===== src/rtl/ag_pkg.sv =====
// Shared types and helpers for the checkerboard pattern generator.
package ag_pkg;

  typedef enum logic {PASS_DIRECT, PASS_INVERSE} ag_pass_t;

  localparam int AG_MAX_W = 1024;

  // Base word A: even bit positions set, odd cleared (8 bits -> 8'h55).
  function automatic logic [AG_MAX_W-1:0] checker_word(input int width);
    logic [AG_MAX_W-1:0] w;
    w = '0;
    for (int i = 0; i < AG_MAX_W; i++)
      if (i < width) w[i] = ~i[0];
    return w;
  endfunction

endpackage


===== src/rtl/ag_checkerboard.sv =====
// Checkerboard test-pattern generator: LENGTH-word direct pass, then its
// inverse, repeating while enabled. All outputs registered.
module ag_checkerboard
  import ag_pkg::*;
#(
  parameter int WIDTH         = 8,
  parameter int LENGTH        = 8,
  parameter bit INVERT_VALUES = 1'b0
) (
  input  logic             clk_i,
  input  logic             srst_i,
  input  logic             enbl_i,
  output logic             started_all_o,
  output logic             started_part_o,
  output logic [WIDTH-1:0] wr_data_o,
  output logic             wr_enbl_o
);

  localparam int CW = (LENGTH > 1) ? $clog2(LENGTH) : 1;
  localparam logic [CW-1:0] K_LAST = CW'(LENGTH - 1);
  localparam logic [AG_MAX_W-1:0] A_FULL = checker_word(WIDTH);
  localparam logic [WIDTH-1:0] WORD_A = A_FULL[WIDTH-1:0];

  logic [CW-1:0]    k_q;
  ag_pass_t         pass_q;
  logic [WIDTH-1:0] data_q, data_d;
  logic             en_q, part_q, all_q;
  logic             flip;

  // Each of word parity, inverse pass and INVERT_VALUES complements the base word.
  always_comb begin
    flip   = k_q[0] ^ (pass_q == PASS_INVERSE) ^ INVERT_VALUES;
    data_d = flip ? ~WORD_A : WORD_A;
  end

  always_ff @(posedge clk_i) begin
    if (srst_i) begin
      k_q    <= '0;
      pass_q <= PASS_DIRECT;
      data_q <= '0;
      en_q   <= 1'b0;
      part_q <= 1'b0;
      all_q  <= 1'b0;
    end else if (enbl_i) begin
      data_q <= data_d;
      en_q   <= 1'b1;
      part_q <= (k_q == '0);
      all_q  <= (k_q == '0) && (pass_q == PASS_DIRECT);
      if (k_q == K_LAST) begin
        k_q    <= '0;
        pass_q <= (pass_q == PASS_DIRECT) ? PASS_INVERSE : PASS_DIRECT;
      end else begin
        k_q <= k_q + 1'b1;
      end
    end else begin
      en_q   <= 1'b0;
      part_q <= 1'b0;
      all_q  <= 1'b0;
    end
  end

  assign wr_data_o      = data_q;
  assign wr_enbl_o      = en_q;
  assign started_part_o = part_q;
  assign started_all_o  = all_q;

endmodule


===== config.mk =====
export PLATFORM = sky130hd
export DESIGN_NAME = ag_checkerboard
export DESIGN_NICKNAME = d
export VERILOG_FILES = /design/src/rtl/ag_pkg.sv /design/src/rtl/ag_checkerboard.sv
export SDC_FILE = /design/constraint.sdc
export NUM_CORES = 1
export LEC_CHECK = 0
export BUFFER_PORTS_ARGS = -buffer_cell sky130_fd_sc_hd__buf_2
export CORE_AREA = 5 5 42 44
export DETAILED_ROUTE_END_ITERATION = 8
export DIE_AREA = 0 0 47 49
export HOLD_SLACK_MARGIN = 0.05
export SLEW_MARGIN = 15
export SYNTH_ARGS = -nofsm -noshare
export SYNTH_HDL_FRONTEND = slang
export SYNTH_SLANG_ARGS = --single-unit

===== constraint.sdc =====
create_clock -name clk_i -period 2.6 [get_ports clk_i]
set_input_delay 0.26 -clock clk_i [delete_from_list [all_inputs] [get_ports clk_i]]
set_output_delay 0.26 -clock clk_i [all_outputs]
set_load 0.1 [all_outputs]

==> summary.md <==
| Metric | Value |
|---|---|
| Result of the run | `finished clean` |
| Root Driver | `clkbuf_4` |
| Warnings, synthesis | `0` |
| Final period util | `between 50% and 60%` |
| Via count of the first global-routing pass | `between 200 and 250` |
| Worst slew pin tran | `slightly below 0.5 ns` |
| Clock sink total | `9` |
| Initial antenna violation count | `0` |
| Clk buf depth | `2` |
| Post-synth cell types | `18` |
| RSZ-0062 raised after global routing | `no` |
| 1st-pass router iterations | `4` |
| Clock transition at path regs | `0.06 ns` |
| Most frequent cells in the layout | `13 x buf_2, 9 x dfxtp_1, 3 x a21oi_1, 3 x ha_1, 3 x clkbuf_4` |
| Minimum clock period | `about 1.3 ns` |
| Post-place setup slack | `between 1 and 1.5 ns` |
| Area Growth Syn to Fin | `14.9%` |
| Crit-path max FO | `5` |
| Postcts setup bufs | `0` |
| WP buf/inv | `1` |
| Nature of the critical path endpoint | `primary output` |
| Synthesized area | `about 400 um2` |
| Largest net degree at the start of global routing | `13` |
| Post-route insts no fill | `66` |
| Worst setup startpoint | `wr_data_o[5]` |
| Worst flop-to-flop path endpoint | `k_q[0]` |
| Final Wtd Congestion | `approximately 0.74` |
| R2R depth | `4` |
| CP max stage cell | `buf_2` |
| Total Nets Final | `57` |
| Synth Area in Compound Gates | `about a tenth` |
| Setup slack, reg-to-reg | `about 1.3 ns` |
| CP Data Required Time | `2.34 ns` |
| Pins over their slew limit | `0` |
| Commonest non-fill, non-tap cell in the layout | `buf_2` |
| WL/cell | `about 10 um` |
| Skew final | `roughly 0.0030 ns` |
| Power Density | `about 800 mW/mm2` |
| CTS tree | `built` |
| Placed inst area | `roughly 450 um2` |
| Die area | `0.00230 mm2` |
| Syn Area/Cell | `just over 10 um2` |
| Total clock buffers created by CTS | `3` |
| Max incr delay on CP | `around 0.45 ns` |
| Overall via count from detail_route | `284` |
| Critical path's top delay family | `buffers and inverters` |
| Leak | `around 0.23 nW` |
| Final routed DRC violation total | `0` |
| Setup TNS | `0 ns` |
| Top Ports | `14` |
| WP depth | `1` |
| Hold Crit Class | `in -> reg` |
| Ant. Diodes | `0` |
| Synthesized instance count | `40` |
| Worst Setup Path Type | `reg -> out` |
| Startpoint types | `flop` |
| Seq/Total Area, Yosys | `between 40% and 50%` |
| Largest family of logic cells by synthesized area | `simple AND/OR/NAND/NOR gates` |
| #FFs+latches synth | `9` |
| Vert. Die Dim | `49 um` |
| GRT Overall Usage | `about 6.4%` |
| Fill cells | `about 160` |
| Maximum clock rate | `approximately 750 MHz` |
| CP arrival | `around 1.1 ns` |
| Initial DRC count | `8` |
| Reg2reg start | `k_q[0]` |
| Adder-cell area share of the yosys netlist | `under 10%` |
| Post-DR vias/cell | `between 4 and 5` |
| Post-synthesis mux area share | `around 2.4%` |
| Simple-Gate Fraction of Synth Area | `between 10% and 20%` |
| Input/output buffers | `13` |
| GR Overflow Total | `0` |
| Finished Core Util | `33.7%` |
| Slew margin rel. | `~68%` |
| FP Rows | `14` |
| Worst Setup EP | `wr_data_o[5]` |
| Final worst slack | `1.26 ns` |
| Die width | `47 um` |
| H-Tree Depth | `1` |
| Max VDD drop | `220 uV` |
| Fraction of layout cells with a size suffix above 1 | `between 30% and 40%` |
| Starting Density | `between 20 and 30%` |
| Final setup fails | `0` |
| Design Area, Final | `about 470 um2` |
| Worst skew pair latency | `approximately 0.26 ns` |
| Final ANT Viol Nets | `0` |
| First-pass GRT wire length | `around 1100 um` |
| Post-placement cell count | `just over 60` |
| Final hold viol count | `0` |
| CP Cell Sequence | `buf_2` |
| Max-Cap Viols | `0` |
| Area of the core | `between 0.001 and 0.0015 mm2` |
| Synth Area in XOR/XNOR | `between 2 and 2.5%` |
| Post-CTS sizing | `0` |
| Post-Synthesis Net Count | `46` |
| Routed WL | `~670 um` |
| Hold buffers post-CTS | `0` |
## cell usage after synthesis, drive strengths merged
cell / count / area [um2]
a211oi: 1 / 7.51
nor2b: 2 / 12.5
xnor2: 1 / 8.76
nor3b: 1 / 7.51
dfxtp: 9 / 180
a21oi: 3 / 15.0
buf: 7 / 50.0
or3b: 1 / 8.76
mux2i: 1 / 10.0
ha: 3 / 37.5
inv: 2 / 7.51
a21o: 1 / 7.51
and4bb: 1 / 12.5
nand3b: 2 / 15.0
a21bo: 1 / 10.0
nor2: 2 / 7.51
nand2b: 2 / 12.5
## logic make-up after synthesis
logic type	after synthesis
AO/OA/AOI/OAI	6
buffers and inverters	9
multiplexers	1
XOR/XNOR	1
adder cells (fa/ha/maj)	3
flip-flops	9
AND/OR/NAND/NOR	11
## flip-flops by register name (all words and copies together), names as in the netlist
signal,cells
started_part_o,1
wr_enbl_o,1
k_q,3
pass_q,1
started_all_o,1
wr_data_o,2
## power breakdown
group	switching, mW	internal, mW
Sequential	0.00549	0.146
Clock	0.0478	0.0591
Combinational	0.101	0.0174
Total	0.155	0.222
## cell type report
class / instances / area (um2) / share of cell area (%)
clock buffers: 4 / 26.3 / 5.57
inverters: 2 / 7.51 / 1.59
multi-input cells: 22 / 173 / 36.6
flip-flops and latches: 9 / 180 / 38.2
well taps: 16 / 20.0 / 4.24
repair buffers: 13 / 65.1 / 13.8
## metal layers
layer	part of all wire [%]	track usage [%]	vias up
met5	0	0	-
li1	-	-	149
met1	48	8.85	117
met4	1.9	4.15	0
met3	14	3.32	2
met2	36	7.47	16
## stage by stage
step           hold WS (ns)  power [mW]
3_5_place_dp          0.469       0.274
4_1_cts               0.262       0.381
6_report              0.260       0.377
5_1_grt               0.270       0.395
2_1_floorplan         0.329       0.266
3_3_place_gp          0.467       0.273
## worst min-delay path by stage
stage	from	end	cells past startpoint
global placement	pass_q	started_all_o	1
finish	srst_i	pass_q	2
global route	srst_i	k_q[1]	2
detailed placement	pass_q	started_all_o	1
CTS	srst_i	pass_q	2
floorplan	srst_i	k_q[0]	1
No activity file was read; power rests on OpenSTA's default activity.
